[src/rtl/micro_waves_pkg.sv]
`default_nettype none
// +---------------------------------------------------------------------+
// | micro_waves_pkg : shared types and constants for the oven controller |
// | Rev 1.0                                                              |
// +---------------------------------------------------------------------+
package micro_waves_pkg;

    typedef enum logic [1:0] {
        IDLE  = 2'd0,
        SET   = 2'd1,
        COOK  = 2'd2,
        PAUSE = 2'd3
    } state_t;

    typedef logic [3:0] bcd_t;

    localparam bcd_t PWR_MAX    = 4'd10;
    localparam int   BEEP_TICKS = 3;

    // Key 0 selects full power, other keys select their own value.
    function automatic bcd_t key_to_power(input bcd_t key);
        return (key == 4'd0) ? PWR_MAX : key;
    endfunction

endpackage
`default_nettype wire

[src/rtl/tick_gen_1hz.sv]
`default_nettype none
// +---------------------------------------------------------------------+
// | tick_gen_1hz : one-cycle tick every CLK_HZ enabled clocks            |
// | Rev 1.0                                                              |
// +---------------------------------------------------------------------+
module tick_gen_1hz #(
    parameter int CLK_HZ = 1000
) (
    input  logic clk,
    input  logic resetn,
    input  logic clear,
    input  logic enable,
    output logic tick
);
    localparam int                CNT_W    = $clog2(CLK_HZ);
    localparam logic [CNT_W-1:0] CNT_LAST = CNT_W'(CLK_HZ - 1);

    logic [CNT_W-1:0] cnt_q, cnt_d;

    always_comb begin
        cnt_d = cnt_q;
        if (clear) begin
            cnt_d = '0;
        end else if (enable) begin
            cnt_d = (cnt_q == CNT_LAST) ? '0 : cnt_q + 1'b1;
        end
    end

    always_ff @(posedge clk or negedge resetn) begin
        if (!resetn) begin
            cnt_q <= '0;
        end else begin
            cnt_q <= cnt_d;
        end
    end

    assign tick = enable && (cnt_q == CNT_LAST);

endmodule
`default_nettype wire

[src/rtl/micro_waves_power_control.sv]
`default_nettype none
// +---------------------------------------------------------------------+
// | micro_waves_power_control : oven timer, power duty cycling, pause    |
// | Optional macro DONE_BEEP_EN adds the beep output. Rev 1.0            |
// +---------------------------------------------------------------------+
module micro_waves_power_control
    import micro_waves_pkg::*;
#(
    parameter int CLK_HZ        = 1000,
    parameter int MIN_DIGITS    = 1,
    parameter int DUTY_PERIOD_S = 10
) (
    input  logic                    clk,
    input  logic                    resetn,
    input  logic                    startn,
    input  logic                    stopn,
    input  logic                    clearn,
    input  logic                    door_closed,
    input  logic                    powern,
    input  logic [9:0]              keyboard,
    output logic [4*MIN_DIGITS-1:0] min_bcd,
    output logic [3:0]              sec_tens,
    output logic [3:0]              sec_ones,
    output logic [3:0]              power_level,
    output logic                    mag_on,
    output logic                    cooking,
    output logic                    done
`ifdef DONE_BEEP_EN
    ,
    output logic                    beep
`endif
);
    localparam int               MW       = 4 * MIN_DIGITS;
    localparam int               WIN_W    = $clog2(DUTY_PERIOD_S);
    localparam logic [WIN_W-1:0] WIN_LAST = WIN_W'(DUTY_PERIOD_S - 1);

    state_t           state_q, state_d;
    logic [MW-1:0]    min_q, min_d;
    bcd_t             tens_q, tens_d, ones_q, ones_d, pwr_q, pwr_d;
    logic [WIN_W-1:0] win_q, win_d;
    logic             mag_q, mag_d, done_q, done_d;
    logic             startn_q, stopn_q, clearn_q;
    logic [9:0]       kb_q;
    logic             start_edge, stop_edge, clear_edge, key_hit;
    bcd_t             key_val;
    logic             presc_clr, presc_en, tick, time_nz, borrow;

    assign start_edge = startn_q & ~startn;
    assign stop_edge  = stopn_q  & ~stopn;
    assign clear_edge = clearn_q & ~clearn;
    assign key_hit    = ((keyboard & ~kb_q) != '0) && $onehot(keyboard);
    assign time_nz    = (min_q != '0) || (tens_q != '0) || (ones_q != '0);

    always_comb begin
        key_val = '0;
        for (int i = 0; i < 10; i++) begin
            if (keyboard[i]) key_val = 4'(i);
        end
    end

    tick_gen_1hz #(.CLK_HZ(CLK_HZ)) u_tick (
        .clk    (clk),
        .resetn (resetn),
        .clear  (presc_clr || done_d),
        .enable (presc_en),
        .tick   (tick)
    );

    always_comb begin
        state_d   = state_q;
        min_d     = min_q;
        tens_d    = tens_q;
        ones_d    = ones_q;
        pwr_d     = pwr_q;
        win_d     = win_q;
        done_d    = 1'b0;
        presc_clr = 1'b0;
        borrow    = 1'b0;
        if (clear_edge) begin
            state_d = IDLE;
            min_d   = '0;
            tens_d  = '0;
            ones_d  = '0;
            pwr_d   = PWR_MAX;
        end else begin
            case (state_q)
                IDLE, SET: begin
                    if (start_edge) begin
                        if (state_q == SET && door_closed && time_nz) begin
                            state_d   = COOK;
                            win_d     = '0;
                            presc_clr = 1'b1;
                        end
                    end else if (key_hit) begin
                        if (!powern) begin
                            pwr_d = key_to_power(key_val);
                        end else begin
                            min_d   = (min_q << 4) | MW'(tens_q);
                            tens_d  = ones_q;
                            ones_d  = key_val;
                            state_d = SET;
                        end
                    end
                end
                COOK: begin
                    // An opening door wins over a coincident tick, which is dropped.
                    if (!door_closed || stop_edge) begin
                        state_d = PAUSE;
                    end else if (tick) begin
                        if (ones_q != 4'd0) begin
                            ones_d = ones_q - 4'd1;
                        end else if (tens_q != 4'd0) begin
                            tens_d = tens_q - 4'd1;
                            ones_d = 4'd9;
                        end else if (min_q != '0) begin
                            tens_d = 4'd5;
                            ones_d = 4'd9;
                            borrow = 1'b1;
                            for (int i = 0; i < MIN_DIGITS; i++) begin
                                if (borrow) begin
                                    if (min_q[4*i +: 4] == 4'd0) begin
                                        min_d[4*i +: 4] = 4'd9;
                                    end else begin
                                        min_d[4*i +: 4] = min_q[4*i +: 4] - 4'd1;
                                        borrow          = 1'b0;
                                    end
                                end
                            end
                        end
                        win_d = (win_q == WIN_LAST) ? '0 : win_q + 1'b1;
                        if ({min_d, tens_d, ones_d} == '0) begin
                            state_d = IDLE;
                            done_d  = 1'b1;
                        end
                    end
                end
                PAUSE: begin
                    if (stop_edge) begin
                        state_d = IDLE;
                        min_d   = '0;
                        tens_d  = '0;
                        ones_d  = '0;
                    end else if (start_edge && door_closed) begin
                        state_d   = COOK;
                        presc_clr = 1'b1;
                    end
                end
                default: state_d = IDLE;
            endcase
        end
        mag_d = (state_d == COOK) && (win_d < WIN_W'(pwr_d));
    end

    always_ff @(posedge clk or negedge resetn) begin
        if (!resetn) begin
            state_q  <= IDLE;
            min_q    <= '0;
            tens_q   <= '0;
            ones_q   <= '0;
            pwr_q    <= PWR_MAX;
            win_q    <= '0;
            mag_q    <= 1'b0;
            done_q   <= 1'b0;
            startn_q <= 1'b1;
            stopn_q  <= 1'b1;
            clearn_q <= 1'b1;
            kb_q     <= '0;
        end else begin
            state_q  <= state_d;
            min_q    <= min_d;
            tens_q   <= tens_d;
            ones_q   <= ones_d;
            pwr_q    <= pwr_d;
            win_q    <= win_d;
            mag_q    <= mag_d;
            done_q   <= done_d;
            startn_q <= startn;
            stopn_q  <= stopn;
            clearn_q <= clearn;
            kb_q     <= keyboard;
        end
    end

`ifdef DONE_BEEP_EN
    logic [1:0] beep_q, beep_d;

    always_comb begin
        beep_d = beep_q;
        if (start_edge || stop_edge || clear_edge || key_hit) begin
            beep_d = '0;
        end else if (done_d) begin
            beep_d = 2'(BEEP_TICKS);
        end else if (tick && state_q != COOK && beep_q != '0) begin
            beep_d = beep_q - 2'd1;
        end
    end

    always_ff @(posedge clk or negedge resetn) begin
        if (!resetn) begin
            beep_q <= '0;
        end else begin
            beep_q <= beep_d;
        end
    end

    assign beep     = (beep_q != '0);
    assign presc_en = (state_q == COOK) || beep;
`else
    assign presc_en = (state_q == COOK);
`endif

    assign min_bcd     = min_q;
    assign sec_tens    = tens_q;
    assign sec_ones    = ones_q;
    assign power_level = pwr_q;
    assign mag_on      = mag_q;
    assign done        = done_q;
    assign cooking     = (state_q == COOK) || (state_q == PAUSE);

endmodule
`default_nettype wire

[config.mk]
export PLATFORM = sky130hd
export DESIGN_NAME = micro_waves_power_control
export DESIGN_NICKNAME = d
export VERILOG_FILES = /design/src/rtl/micro_waves_pkg.sv /design/src/rtl/tick_gen_1hz.sv /design/src/rtl/micro_waves_power_control.sv
export SDC_FILE = /design/constraint.sdc
export NUM_CORES = 1
export LEC_CHECK = 0
export ABC_AREA = 0
export CAP_MARGIN = 20
export CORE_MARGIN = 1
export CORE_UTILIZATION = 43
export DETAILED_ROUTE_END_ITERATION = 16
export GPL_ROUTABILITY_DRIVEN = 0
export REMOVE_ABC_BUFFERS = 1
export SLEW_MARGIN = 25
export SYNTH_ARGS = -nofsm -noshare
export SYNTH_HDL_FRONTEND = slang
export SYNTH_SLANG_ARGS = --single-unit
export TNS_END_PERCENT = 20
[constraint.sdc]
create_clock -name clk -period 3.1 [get_ports clk]
set_clock_uncertainty 0.1 [all_clocks]
set_input_delay 0.465 -clock clk [delete_from_list [all_inputs] [get_ports clk]]
set_output_delay 0.465 -clock clk [all_outputs]
set_load 0.01 [all_outputs]
==> reports/results.tsv <==
stage	metric	value	unit
sta	final setup vio count	18	
clock_network	CTS tree	built	
sta	fin crit period	4.44	ns
clock_network	CTS max path bufs	2	
final_layout	commonest non-fill, non-tap cell in the layout	buf_4	
setup_path	Max stage delay on crit path	0.51	ns
grt	total gr overflow	0	
sta	fmax	0.225	GHz
detailed_routing	Routed WL per cell	16.1	µm
die	Die W	85.5	µm
final_layout	fill count	603	
detailed_routing	remaining antenna violation count after routing	0	
clock_network	Root Driver	clkbuf_8	
die	Die Footprint	7310	µm²
die	I/O pin total	36	
setup_path	R2R Path Start	sec_ones[0]	
placed_design	Port Buffers	35	
setup_path	crit path kind	primary input to flip-flop	
min_path	Min-Delay Path Class	primary input to async pin	
detailed_routing	# DRC	0	
sta	fin. max-slew vios	0	
die	Die H	85.5	µm
detailed_routing	vias per cell	5.60	
synthesis	Avg Inst Size Synth	9.05	µm²
detailed_routing	max layer used	met4	
setup_path	Critical Path Start	keyboard[0]	
sta	Hold Violations, Final	0	
outcome	status	finished, violations left	
final_layout	layout cells sized above 1	26.0	%
pwr	Pwr per Cell Area	778	nW/µm²
clock_network	htree depth	2	
final_layout	synth-to-layout area growth	36.4	%
clock_network	clock sink count	47	
synthesis	asr flop ratio synth	100	%
placed_design	HPWL after DPL	5760	µm
die	Rows	30	
sta	setup TNS	-17.40	ns
clock_network	CTS clk-pin slew, worst paths	0.10	ns
final_layout	n_diodes	0	
synthesis	sequential fraction of the synthesis area	39.5	%
grt	Total GRT Usage	23.1	%
sta	worst-margin pin slew	0.755	ns
detailed_routing	TritonRoute pass-1 iters	4	
synthesis	YS warnings	0	
final_layout	Final nets	450	
final_layout	most frequent cells in the layout	buf_4, dfrtp_1, inv_1, nor2_1, clkdlybuf4s50_1	
setup_path	Worst Setup Start Kind	primary input	
clock_network	cts-stage hold buffer count	0	
setup_path	Buf/Inv on CP	4	
synthesis	top_reg_cell synth	dfrtp_1	
clock_network	CTS Buf Count	5	
die	core area	6760	µm²
setup_path	Worst Path Max Fanout	4	
setup_path	CP endpoint kind	flip-flop	
run	max_cap viols	0	
setup_path	crit-path cells	buf_6 > fa_1 > fa_1 > inv_1 > fa_1 > inv_1 > ha_2 > inv_2 > fa_2 > a2111oi_4 > a21oi_2 > nor4_2 > nand2b_1 > mux2i_1 > or2_4 > ha_4 > o211a_1 > o31ai_1 > and4b_1	
grt	initial antenna violation count	0	
grt	first-pass GRT wire length	13300	µm
setup_path	critical path required time	3.21	ns
synthesis	synthesized area	3000	µm²
detailed_routing	met2 routed WL	3870	µm
setup_path	slowest CP cell	fa_1	
placed_design	Post-Place Cells	481	
pwr	Peak VDD IR	0.580	mV
pwr	Pwr Total	3.18	mW
setup_path	Crit path top cell by count	fa_1	
synthesis	Post-synth EDFFs	0	
pwr	Leak Pwr	1.86	nW
placed_design	pre-CTS setup slack	-2.25	ns
setup_path	CP top delay family	adder cells	
detailed_routing	met1 wire length	3810	µm
clock_network	Clock Latency Late Sink	0.31	ns
synthesis	Cells after Synth	331	
sta	Setup WS post-layout	-1.34	ns
grt	vias in the first global route	2775	
synthesis	Synth Register Bits	47	
detailed_routing	met3 WL	303	µm
sta	Final period util	143	%
synthesis	Cell variety after synth	62	
detailed_routing	final wirelength	8010	µm
detailed_routing	DRT iter0 DRCs	141	
sta	RSZ-0062 raised after global routing	true	
sta	Slew HR	49.2	%
die	Starting Density	44.4	%
final_layout	final non-filler cell total	496	
grt	largest net degree at the start of global routing	48	
detailed_routing	vias	2779	
setup_path	CP arrival	4.55	ns
outcome	failing checks	negative setup slack	
## final cells by class
type / count / area [µm²] / area share [%]
multi-input cells: 240 / 1780 / 43.6
repair buffers: 89 / 792 / 19.4
well taps: 80 / 100 / 2.45
inverters: 32 / 120 / 2.94
flip-flops and latches: 47 / 1180 / 28.9
clock buffers: 5 / 68.8 / 1.68
clock inverters: 3 / 43.8 / 1.07
## registers in the layout, summed over array words and instances, names as in the netlist, 2 cells and up
signal	flops
state_q	2
power_level	4
sec_ones	4
sec_tens	4
u_tick.cnt_q	10
kb_q	10
min_bcd	4
win_q	4
## metrics by stage
step                hold WS [ns]  cell area (µm²)  utilization [%]
floorplan                 0.0694             2940                -
global placement           0.409             3750             55.5
global route               0.105             4090             60.5
finish                    0.0532             4090             60.5
CTS                       0.0854             4050             59.9
detailed placement         0.419             3750             55.6
## Yosys cell counts (all sizes together) (5+ instances only)
cell type / number / area, µm²
a211oi: 7 / 57.6
a21oi: 15 / 75.1
clkbuf: 9 / 33.8
dfrtp: 42 / 1050
dfstp: 5 / 131
fa: 6 / 120
ha: 12 / 150
inv: 31 / 116
nand2: 27 / 101
nand2b: 9 / 56.3
nand3: 9 / 45.0
nand4: 5 / 31.3
nor2: 33 / 124
nor3: 13 / 70.1
o211a: 7 / 70.1
o21ai: 12 / 60.1
o221ai: 5 / 43.8
o31ai: 5 / 37.5
xor2: 6 / 52.6
## worst register-to-register path: stages (launching register included)
cell,delay (ns)
dfrtp_1,0.40
inv_1,0.13
ha_1,0.22
or3b_1,0.48
nor3_2,0.20
a21o_1,0.17
a21o_1,0.14
buf_4,0.13
nand2_1,0.05
o21ai_0,0.19
ha_4,0.27
o211a_1,0.10
o31ai_1,0.06
and4b_1,0.21
## cells by family (layout without fill, tap and decap cells)
group | count (synthesis) | after routing | synth area share, %
XOR/XNOR | 9 | 9 | 2.63
AO/OA/AOI/OAI | 78 | 78 | 18.5
adder cells (fa/ha/maj) | 18 | 18 | 9.02
multiplexers | 6 | 6 | 2.09
buffers and inverters | 44 | 129 | 5.85
flip-flops | 47 | 47 | 39.5
AND/OR/NAND/NOR | 129 | 129 | 22.5
## routing by layer
layer	vias up	track usage, %
met1	1365	31.5
met5	-	0
met3	2	3.40
li1	1355	-
met4	0	6.06
met2	57	38.6
## path summary, 6_finish.rpt
kind,end,slack [ns],cells after the start
min in group clk,kb_q[0],0.26,2
worst max register to register,mag_on,0.21,13
worst min register to register,u_tick.cnt_q[7],0.43,1
worst min-delay path,power_level[2],0.05,1
worst max-delay path,mag_on,-1.34,19
max in group asynchronous,sec_tens[1],2.43,1
## repair_timing
item                       in CTS  in global routing
pin swaps                      25                 14
gates cloned                    2                  0
hold endpoints to repair        0                  0
setup endpoints to repair      18                 18
setup buffers                   8                  2
gates resized for setup        50                 11
## power breakdown
| part | switching [mW] | internal, mW |
|---|---|---|
| Sequential | 0.155 | 0.753 |
| Clock | 0.219 | 0.240 |
| Combinational | 0.929 | 0.884 |
| Total | 1.30 | 1.88 |
(Power assumes the default switching activity.)
